### src/rtl/stack_arbiter.sv
// -----------------------------------------------------------------------------
// stack_arbiter
//
// Purpose:
//   Shares one LIFO stack between NREQ requesters. A round-robin search picks
//   one requester per IDLE cycle. The accepted request becomes a single push
//   or pop strobe on the stack port. The completion, which carries the popped
//   data or an error, goes back to the requester that issued the request.
//   Every operation takes three cycles: IDLE (accept), ISSUE (strobe) and
//   RESP (completion). This gap lets the stack's full/empty flags settle
//   before the next operation looks at them.
//
// Parameters:
//   NREQ   number of requesters (2..16)
//   WIDTH  data word width
//
// Ports:
//   clk, rst       clock (rising edge), asynchronous active-high reset
//   req_valid      per-requester request pending
//   req_op         per-requester op, 0 = push, 1 = pop
//   req_wdata      packed push data, requester i at [i*WIDTH +: WIDTH]
//   req_ready      one-hot accept strobe (combinational, IDLE only)
//   resp_valid     one-hot completion strobe (RESP only)
//   resp_err       completion failed (push when full / pop when empty)
//   resp_data      popped word, 0 for a push or an error
//   busy           FSM is not IDLE
//   stk_push       stack push strobe
//   stk_pop        stack pop strobe
//   stk_wdata      stack write data
//   stk_rdata      stack top-of-stack word
//   stk_empty      stack empty flag
//   stk_full       stack full flag
// -----------------------------------------------------------------------------
module stack_arbiter #(
  parameter int NREQ  = 4,
  parameter int WIDTH = 32
) (
  input  logic                  clk,
  input  logic                  rst,
  input  logic [NREQ-1:0]       req_valid,
  input  logic [NREQ-1:0]       req_op,
  input  logic [NREQ*WIDTH-1:0] req_wdata,
  output logic [NREQ-1:0]       req_ready,
  output logic [NREQ-1:0]       resp_valid,
  output logic                  resp_err,
  output logic [WIDTH-1:0]      resp_data,
  output logic                  busy,
  output logic                  stk_push,
  output logic                  stk_pop,
  output logic [WIDTH-1:0]      stk_wdata,
  input  logic [WIDTH-1:0]      stk_rdata,
  input  logic                  stk_empty,
  input  logic                  stk_full
);

  localparam int IDXW = $clog2(NREQ);

  typedef enum logic [1:0] {
    IDLE  = 2'd0,
    ISSUE = 2'd1,
    RESP  = 2'd2
  } state_t;

  // ---------------------------------------------------------------------------
  // State and latched request fields
  // ---------------------------------------------------------------------------
  state_t            state_q;
  logic [IDXW-1:0]   rr_ptr_q;
  logic [IDXW-1:0]   idx_q;
  logic              op_q;
  logic [WIDTH-1:0]  wdata_q;
  logic [WIDTH-1:0]  data_q;
  logic              err_q;

  logic [IDXW-1:0]   rr_ptr_d;
  logic [IDXW-1:0]   grant_idx;
  logic              grant_found;

  // Unpacked view of the packed write-data bus.
  logic [WIDTH-1:0]  req_wdata_arr [NREQ];

  // (base + off) mod NREQ. Both operands are below NREQ, so one conditional
  // subtraction is enough. The extra bit keeps the sum from wrapping early.
  function automatic logic [IDXW-1:0] wrap_add(input logic [IDXW-1:0] base,
                                               input int unsigned     off);
    logic [IDXW:0] sum;
    sum = {1'b0, base} + (IDXW+1)'(off);
    if (sum >= (IDXW+1)'(NREQ)) begin
      sum = sum - (IDXW+1)'(NREQ);
    end
    return sum[IDXW-1:0];
  endfunction

  for (genvar gi = 0; gi < NREQ; gi++) begin : g_wdata
    assign req_wdata_arr[gi] = req_wdata[gi*WIDTH +: WIDTH];
  end

  // ---------------------------------------------------------------------------
  // Round-robin search: the first valid requester starting at rr_ptr_q.
  // ---------------------------------------------------------------------------
  always_comb begin
    logic [IDXW-1:0] cand;
    grant_found = 1'b0;
    grant_idx   = '0;
    cand        = '0;
    for (int k = 0; k < NREQ; k++) begin
      cand = wrap_add(rr_ptr_q, k);
      if (!grant_found && req_valid[cand]) begin
        grant_found = 1'b1;
        grant_idx   = cand;
      end
    end
  end

  // After a completion, the requester just served goes to the back of the line.
  assign rr_ptr_d = wrap_add(idx_q, 1);

  // ---------------------------------------------------------------------------
  // One-hot accept and completion strobes
  // ---------------------------------------------------------------------------
  for (genvar gi = 0; gi < NREQ; gi++) begin : g_onehot
    assign req_ready[gi]  = (state_q == IDLE) && grant_found && (grant_idx == IDXW'(gi));
    assign resp_valid[gi] = (state_q == RESP) && (idx_q == IDXW'(gi));
  end

  // ---------------------------------------------------------------------------
  // Stack strobes. These are decoded straight from the state, so an
  // asynchronous reset removes them at once. A push while full or a pop while
  // empty never reaches the stack.
  // ---------------------------------------------------------------------------
  assign stk_push  = (state_q == ISSUE) && !op_q && !stk_full;
  assign stk_pop   = (state_q == ISSUE) &&  op_q && !stk_empty;
  assign stk_wdata = stk_push ? wdata_q : '0;

  // data_q is written only by a successful pop, so it is already zero for a
  // push or for an error.
  assign resp_err  = (state_q == RESP) && err_q;
  assign resp_data = (state_q == RESP) ? data_q : '0;
  assign busy      = (state_q != IDLE);

  // ---------------------------------------------------------------------------
  // FSM
  // ---------------------------------------------------------------------------
  always_ff @(posedge clk or posedge rst) begin
    if (rst) begin
      state_q  <= IDLE;
      rr_ptr_q <= '0;
      idx_q    <= '0;
      op_q     <= 1'b0;
      wdata_q  <= '0;
      data_q   <= '0;
      err_q    <= 1'b0;
    end else begin
      case (state_q)
        IDLE: begin
          if (grant_found) begin
            idx_q   <= grant_idx;
            op_q    <= req_op[grant_idx];
            wdata_q <= req_wdata_arr[grant_idx];
            state_q <= ISSUE;
          end
        end

        ISSUE: begin
          if (op_q) begin
            // Capture top-of-stack on the same edge that pops it.
            if (!stk_empty) data_q <= stk_rdata;
            else            err_q  <= 1'b1;
          end else if (stk_full) begin
            err_q <= 1'b1;
          end
          state_q <= RESP;
        end

        RESP: begin
          rr_ptr_q <= rr_ptr_d;
          idx_q    <= '0;
          op_q     <= 1'b0;
          wdata_q  <= '0;
          data_q   <= '0;
          err_q    <= 1'b0;
          state_q  <= IDLE;
        end

        default: begin
          state_q <= IDLE;
        end
      endcase
    end
  end

endmodule
### config.mk
export PLATFORM = sky130hd
export DESIGN_NAME = stack_arbiter
export DESIGN_NICKNAME = d
export VERILOG_FILES = /design/src/rtl/stack_arbiter.sv
export SDC_FILE = /design/constraint.sdc
export NUM_CORES = 1
export LEC_CHECK = 0
export CORE_ASPECT_RATIO = 0.9
export CORE_MARGIN = 2
export CORE_UTILIZATION = 34
export DETAILED_ROUTE_END_ITERATION = 8
export GPL_TIMING_DRIVEN = 0
export PLACE_DENSITY = 0.79
export SLEW_MARGIN = 20
export SYNTH_ARGS = -nofsm -noshare
export SYNTH_HDL_FRONTEND = slang
export SYNTH_SLANG_ARGS = --single-unit
### constraint.sdc
create_clock -name clk -period 2.35 [get_ports clk]
set_input_delay 0.705 -clock clk [delete_from_list [all_inputs] [get_ports clk]]
set_output_delay 0.705 -clock clk [all_outputs]
set_load 0.05 [all_outputs]
======== Yosys cells after proc, flatten, opt, wreduce, memory -nomap -nowiden ========
Cells that the tools add are included.
cells by class
  eq/ne operators ......................... 13
  bitwise gates (word level) .............. 1
  multiplexer cells ....................... 43
  $lt $le $gt $ge ......................... 11
  reductions and logical operators ........ 32
  add/subtract/negate cells ............... 9
operators with widths
  cell                                                  number
  two-way mux 32 bit                                    7
  one-hot mux 32 bit (2 select lines)                   2
  binary-select mux 32 bit (select 2 bit)               1
  two-way mux 2 bit                                     11
  logical AND 1 bit                                     17
  >= comparator 3 bit (second input constant)           5
  < comparator 2 x 3 -> 1 bit (second input constant)   5
  two-way mux 1 bit                                     13
  binary-select mux 1 bit (select 2 bit)                5
  == test 2 bit (second input constant)                 5
  subtractor 2 x 1 -> 2 bit (second input constant)     5
  one-hot mux 2 bit (2 select lines)                    2
  adder 2 x 1 -> 3 bit (second input constant)          2
  adder 2 x 2 -> 3 bit (second input constant)          2
  == test 2 x 1 -> 1 bit (second input constant)        3
  zero test 1 bit                                       6
  zero test 2 bit                                       3
  != test 2 bit (second input constant)                 3
  != test 3 bit (second input constant)                 2
  AND reduction 3 bit                                   2
  nonzero test 2 bit                                    3
  one-hot mux 1 bit (2 select lines)                    2
  >= comparator 2 x 3 -> 1 bit (second input constant)  1
  inverter 2 -> 3 bit                                   1
  AND reduction 2 bit                                   1
storage, ports and cells
  register bits after elaboration ......... 72
  output and inout bits ................... 76
  word-level logic and storage cells ...... 116
  bits of input ports ..................... 172

======== Depth between registers and ports, before layout ========
Gate-level depths: netlist of the first run.
  word-level depth ........................ 20
  mapped depth ............................ 9
  depth with buffers taken out ............ 7

======== Worst setup path after synthesis of the first run ========
Ideal clock, no wire load.
  kind .................................... input to output
  start point ............................. in req_valid[1]
  end point ............................... out req_ready[0]
  data required time ...................... 1.645 ns
  arrival time ............................ 2.257 ns
  slack ................................... -0.612 ns
  stages .................................. 4
  buffers on the path ..................... 1
  cells stage by stage .................... buf_2 > nor3_1 > a21oi_1 > nor3_1
on the way
  word-level cells in the longest chain between the ends .. 14
RTL lines
  item                                                    RTL line  text
  start, declared                                         40        input logic [NREQ-1:0] req_valid,
  binary-select mux 1 bit (select 2 bit)                  108       if (!grant_found && req_valid[cand]) begin
  two-way mux 1 bit (not written as such)                 108
  two-way mux 1 bit                                       108
  zero test 1 bit                                         108
  logical AND 1 bit                                       108
  two-way mux 1 bit                                       108
  zero test 1 bit                                         108
  logical AND 1 bit                                       108
  two-way mux 1 bit                                       108
  zero test 1 bit                                         108
  logical AND 1 bit                                       108
  two-way mux 2 bit or two-way mux 1 bit (tied branches)  108
  zero test 2 bit or logical AND 1 bit (tied branches)    122       assign req_ready[gi] = (state_q == IDLE) && grant_found && (grant_idx == IDXW'(gi));
  logical AND 1 bit (*)                                   122
  end, declared                                           43        output logic [NREQ-1:0] req_ready,
Mark *: on every way between the ends. The rest lies on a longest branch, timed or not. The select of a mux whose other input is x is not followed.

======== Final worst setup path of the first run ========
  start point ............................. reg state_q[0]
  end point ............................... out req_ready[0]
on the way
  word-level cells in the longest chain between the ends .. 3
RTL lines
  item                             RTL line  text
  start, declared                  67        state_t state_q;
  start signal, assigned           146       state_q <= IDLE;
  start signal, assigned           160       state_q <= ISSUE;
  start signal, assigned           172       state_q <= RESP;
  zero test 2 bit                  122
  logical AND 1 bit (2 in series)  122
Every way passes these cells.

==> results.py, run 1 <==
metrics = {
    "status": {
        "status": "finished, violations left",
        "violations": "setup timing",
    },
    "finish": {
        "drive_gt1_frac": 0.378,
        "fin_nets": 844,
        "layout.cells.non_filler": 825,
        "areaGrowthSynthToFinish_pct": 95.5,
        "n_antenna_cell": 0,
    },
    "placed_design": {
        "dpl.hpwl_um": 11600,
        "port_buffers": 245,
        "routabilityCongestion": 0.847,
        "placed_cells": 788,
    },
    "sta": {
        "worst_slew_margin_rel": 0.625,
        "fin_ws_ps": -154,
        "fin_hold_ws_ps": 508,
        "skew_ps": 5.34,
        "worst_slew_pin_slew_ps": 558,
        "period_share": 1.07,
        "hold_viol": 0,
        "layout_min_cycle_time_ps": 2500,
        "fmax_ghz": 0.399,
        "rsz0062_at_grt": "true",
        "maxSlewViolCount": 0,
        "final-setup-viol-count": 36,
    },
    "critical_path": {
        "path_class": "flop to output pin",
        "cp_slowest_cell": "dfrtp_1",
        "rrSetupSlack_ps": 250,
        "rr_startpoint": "state_q[1]$_DFFE_PP0P_",
        "cp-end-kind": "output pin",
        "crit_required_ps": 1640,
        "crit_path_start_kind": "flop",
        "crit_start": "state_q[0]$_DFFE_PP0P_",
        "critical_path.max_fanout": 5,
        "cpPeakStageDelay_ps": 420,
        "r2r-end": "data_q[4]$_DFFE_PP0P_",
        "rr_worst_depth": 7,
        "crit_chain": "inv_2, ha_1, inv_2, nor3_4, buf_4",
        "cpMostUsedCell": "inv_2",
        "cp.arrival_ps": 1800,
    },
    "drt": {
        "vias_per_cell": 5.35,
        "drt-wirelength-per-cell_um": 19.4,
        "drc": 0,
        "drt_iter0_drc": 255,
        "finalWirelength_um": 16000,
        "detail-route-antenna-nets": 0,
        "drt_pass1_iterations": 8,
        "vias": 4417,
    },
    "job": {
        "cap_violations": 0,
    },
    "floorplan": {
        "die_h_um": 108,
        "io_pins": 248,
        "core-area_sq_mm": 0.0116,
        "initial_core_util": 0.354,
        "rows": 37,
        "die_x_um": 120,
        "dieArea_sq_mm": 0.0129,
    },
    "logic_synthesis": {
        "ys_warn_count": 0,
        "synth_top_area_frac": 0.440,
        "ys_ff_latch": 72,
        "synthArstFlopShare": 1.00,
        "synth_area_sq_mm": 0.00409,
        "syn_area_per_cell_sq_um": 10.6,
        "synthTopCellsByCount": "72 x dfrtp_1, 69 x and2_1, 43 x nand2_1",
        "synth_top_area_cell": "dfrtp_1",
        "synth-edff-count": 0,
        "synth_ff_type": "dfrtp_1",
        "synth_most_common_cell": "dfrtp_1",
        "synthesis.nets": 565,
        "synthTopCellsByArea": "dfrtp_1 44%, and2_1 11%, a22oi_2 9.2%, a222oi_1 8.1%, a22o_1 6.9%",
        "synth_cell_types": 33,
        "ys_seq_area_frac": 0.440,
        "syn_inst": 385,
    },
    "grt": {
        "grt_pass1_wl_um": 23700,
        "grtUsageTotal": 0.236,
        "grt_max_degree": 34,
        "grt_pass1_vias": 4624,
        "overflow": 0,
        "grt_antenna_before_repair": 0,
    },
    "min_path": {
        "hold_depth": 2,
        "worst_hold_path_type": "flop to flop",
        "hold_path_end": "wdata_q[31]$_DFFE_PP0P_",
        "min_from": "wdata_q[31]$_DFFE_PP0P_",
    },
    "power": {
        "cellPowerDensity_mw_per_mm2": 934,
        "p_leak_uw": 0.00352,
        "p_total_uw": 7470,
        "irDropWorstVdd_mv": 0.417,
    },
    "cts": {
        "hold_buffers": 0,
        "clock_latency_ps": 330,
        "path_clk_slew_ps": 60,
        "htreeDepth": 3,
        "cts_buffers": 9,
        "cts_root_buffer": "clkbuf_16",
        "cts_tree": "yes",
        "cts_buffer_depth": 2,
        "cts.sinks": 72,
    },
}
==> worst max-delay path, delay by kind of cell (launching register included) <==
| kind | cells | cell delay (ps) |
|---|---|---|
| fa+ha+maj | 1 | 320 |
| buf+inv | 3 | 500 |
| flops | 1 | 420 |
| simple gates | 1 | 220 |
==> per-stage QoR <==
stage | util | cell area (sq um) | TNS [ps] | worst slack (ps)
floorplan | - | 4150 | -20.3 | -20.3
global placement | 0.588 | 6800 | -84160 | -1320
detailed placement | 0.591 | 6840 | -83940 | -1360
CTS | 0.654 | 7570 | -3390 | -118
global route | 0.691 | 8000 | -8760 | -247
finish | 0.691 | 8000 | -4060 | -154
==> sequential cells by signal, summed over array words and instances (netlist names) <==
signal and flops:
data_q 32, wdata_q 32, idx_q 2, rr_ptr_q 2, state_q 2, err_q 1, op_q 1
==> how the worst max path moves through the flow <==
stage,end,cells past startpoint
floorplan,req_ready[0],4
global placement,stk_wdata[20],5
detailed placement,stk_wdata[19],5
CTS,stk_wdata[7],8
global route,stk_wdata[7],8
finish,req_ready[0],5
==> placed cells by master (no fill, tap or decap), types with 6 or more instances in the layout <==
cell             instances
nor2_1                  13
buf_2                   11
clkdlybuf4s50_1        166
buf_6                   23
and2_4                  54
clkbuf_16               14
and2_1                  15
ha_1                     6
a22oi_2                 30
a222oi_1                33
buf_4                   20
nand2_1                 43
buf_12                   9
clkbuf_1                 6
a22o_1                  32
dfrtp_1                 72
buf_8                   60
==> metal layers <==
| metal | global-route usage | wire length [um] | vias up |
|---|---|---|---|
| met5 | 0 | 0 | - |
| met4 | 0.0966 | 448 | 0 |
| met3 | 0.0770 | 1250 | 38 |
| met2 | 0.408 | 8360 | 215 |
| met1 | 0.271 | 5970 | 2162 |
| li1 | - | - | 2002 |
==> cell families after synthesis <==
family / Yosys count / share of synthesized area
buffers and inverters: 44 / 0.0670
DFF: 72 / 0.440
and+or+nand+nor: 143 / 0.187
AOI/OAI and AO/OA: 117 / 0.278
muxes: 1 / 0.00275
adders and majority gates: 8 / 0.0245
==> power breakdown <==
group	total (uW)	internal [uW]	leakage [uW]	switching, uW
logic	4220	1990	0.00244	2220
registers	1880	1640	0.000942	241
clock network	1380	822	0.000141	555
==> final cells by class <==
type                    instances  area (sq um)
clock inverters                 7          72.6
plain buffers                  33           359
repair buffers                269          3020
fillers                       856          3570
multi-input cells             269          2280
well taps                     156           195
clock buffers                   9           225
flip-flops and latches         72          1800
inverters                      10          43.8
==> repair_timing <==
action,CTS,global route
pin swaps,21,1
setup buffers,11,4
cloned,3,4
setup endpoints to repair,108,80
gates resized for setup,605,108
Power figures use the tool's default switching activity.
==> inputs of run 2 (changes only) <==
--- a/config.mk
+++ b/config.mk
@@ -6,11 +6,10 @@
 export NUM_CORES = 1
 export LEC_CHECK = 0
 export CORE_ASPECT_RATIO = 0.9
-export CORE_MARGIN = 2
 export CORE_UTILIZATION = 34
 export DETAILED_ROUTE_END_ITERATION = 8
 export GPL_TIMING_DRIVEN = 0
-export PLACE_DENSITY = 0.79
+export PLACE_DENSITY = 0.81
 export SLEW_MARGIN = 20
 export SYNTH_ARGS = -nofsm -noshare
 export SYNTH_HDL_FRONTEND = slang
==> run 2 against run 1 <==
  * The flow still finishes with violations (setup timing)
  * Routed wire length up 4.3%
  * Worst setup slack improved by 12 ps
  * Clock skew about the same
  * Largest cell class unchanged
==> results.py, run 2 (synthesized netlist as in run 1, its figures left out) <==
metrics = {
    "finish": {
        "layout.cells.non_filler": 825,
        "final_cell_mix": "166 x clkdlybuf4s50_1, 72 x dfrtp_1, 50 x buf_6",
        "n_fill_cell": 879,
        "n_antenna_cell": 0,
        "reg_top3": "data_q: 32 flops, wdata_q: 32 flops",
        "areaGrowthSynthToFinish_pct": 91.6,
        "fin_nets": 844,
        "drive_gt1_frac": 0.348,
        "final_util": 0.677,
        "final_common_cell": "clkdlybuf4s50_1",
    },
    "min_path": {
        "hold_path_end": "data_q[27]$_DFFE_PP0P_",
        "hold_depth": 1,
        "worst_hold_path_type": "flop to flop",
        "min_from": "data_q[27]$_DFFE_PP0P_",
    },
    "critical_path": {
        "crit_required_ps": 1640,
        "rrSetupSlack_ps": 120,
        "critical_path.max_fanout": 6,
        "cpLargestDelayFamily": "buffers and inverters",
        "rr_worst_depth": 8,
        "cp-end-kind": "output pin",
        "cpPeakStageDelay_ps": 390,
        "crit_start": "state_q[1]$_DFFE_PP0P_",
        "cp_slowest_cell": "dfrtp_1",
        "critPathBufInv": 5,
        "rr_startpoint": "state_q[0]$_DFFE_PP0P_",
        "crit_path_start_kind": "flop",
        "path_class": "flop to output pin",
        "cp.arrival_ps": 1790,
        "crit_chain": "inv_2, ha_4, inv_4, nor3_4, buf_6, clkbuf_16, and2_4, buf_8",
        "r2r-end": "wdata_q[1]$_DFFE_PP0P_",
    },
    "power": {
        "p_total_uw": 7340,
        "p_int_uw": 4420,
        "power.share.clock": 0.201,
        "irDropWorstVdd_mv": 0.434,
        "p_sw_uw": 2920,
        "switching_share": 0.398,
        "pwr-share-comb": 0.544,
        "pwr-share-seq": 0.255,
        "p_leak_uw": 0.00347,
        "cellPowerDensity_mw_per_mm2": 936,
    },
    "floorplan": {
        "initial_core_util": 0.354,
        "rows": 37,
        "die_x_um": 118,
        "core-area_sq_mm": 0.0116,
        "io_pins": 248,
        "die_h_um": 106,
        "dieArea_sq_mm": 0.0125,
    },
    "sta": {
        "fin_ws_ps": -142,
        "skew_ps": 5.26,
        "maxSlewViolCount": 0,
        "fmax_ghz": 0.401,
        "rsz0062_at_grt": "true",
        "worst_slew_pin_slew_ps": 614,
        "layout_min_cycle_time_ps": 2490,
        "setup-tns-final_ps": -2950,
        "worst_slew_margin_rel": 0.587,
        "final-setup-viol-count": 38,
        "hold_viol": 0,
        "period_share": 1.06,
    },
    "placed_design": {
        "pre_cts_ws_ps": -1380,
        "placed_cells": 788,
        "dpl.hpwl_um": 12500,
        "port_buffers": 245,
        "routabilityCongestion": 0.927,
    },
    "grt": {
        "overflow": 0,
        "grt_antenna_before_repair": 1,
        "grt_pass1_wl_um": 25200,
        "grt_max_degree": 33,
        "grtUsageTotal": 0.262,
        "grt_pass1_vias": 4512,
    },
    "cts": {
        "htreeDepth": 3,
        "cts_buffer_depth": 2,
        "cts_tree": "yes",
        "cts.sinks": 72,
        "clock_latency_ps": 330,
        "cts_buffers": 9,
        "path_clk_slew_ps": 60,
        "cts_root_buffer": "clkbuf_16",
        "hold_buffers": 0,
    },
    "drt": {
        "drt_iter0_drc": 308,
        "drt_pass1_iterations": 6,
        "finalWirelength_um": 16700,
        "detail-route-antenna-nets": 0,
        "drt-wirelength-per-cell_um": 20.3,
        "vias_per_cell": 5.31,
        "drc": 0,
        "vias": 4378,
    },
    "status": {
        "status": "finished, violations left",
        "violations": "setup timing",
    },
    "job": {
        "cap_violations": 0,
    },
}
==> run 2: worst max-delay path by stage <==
stage / to / cells after the start
floorplan: req_ready[0] / 4
finish: stk_wdata[8] / 8
detailed placement: stk_wdata[8] / 5
CTS: stk_wdata[5] / 8
global placement: stk_wdata[5] / 5
global route: stk_wdata[8] / 8
==> run 2: cell type report <==
class,instances,area [sq um],area share
repair buffers,268,2910,0.371
inverters,10,46.3,0.00590
clock buffers,10,229,0.0292
flip-flops and latches,72,1800,0.230
multi-input cells,269,2230,0.284
well taps,156,195,0.0249
plain buffers,34,342,0.0436
clock inverters,6,92.6,0.0118
==> run 2: per-stage QoR <==
stage	instance area (sq um)	hold slack, ps
4_1_cts	7620	501
6_report	7840	496
2_1_floorplan	4150	465
3_3_place_gp	6800	484
5_1_grt	7840	518
3_5_place_dp	6840	483
==> run 2: power groups by stage <==
stage               Sequential, uW  Clock (uW)  Combinational (uW)
finish                        1870        1470                3990
global route                  1920        1550                4270
CTS                           1860        1500                3770
detailed placement            1850           0                3400
global placement              1830           0                3310
floorplan                     1790           0                2300
==> run 2: routing by layer <==
metal  global-route usage  up-vias  share of wire
li1                     -     1995              -
met1                0.321     2130           0.40
met2                0.453      233           0.50
met3               0.0644       20          0.078
met4               0.0815        0          0.018
met5                    0        -              0
==> run 2: timing repair <==
item	in CTS	in global routing
endpoints found under the setup margin	108	95
gates cloned	4	1
setup buffers	6	10
gates resized for setup	633	37
pin swaps	29	8
==> inputs of run 3 (changes only) <==
--- a/config.mk
+++ b/config.mk
@@ -10,7 +10,7 @@
 export DETAILED_ROUTE_END_ITERATION = 8
 export GPL_TIMING_DRIVEN = 0
 export PLACE_DENSITY = 0.81
-export SLEW_MARGIN = 20
+export SLEW_MARGIN = 15
 export SYNTH_ARGS = -nofsm -noshare
 export SYNTH_HDL_FRONTEND = slang
 export SYNTH_SLANG_ARGS = --single-unit
==> results of run 3 <==
No change in the layout: final DEF, timing and power equal those of run 2.
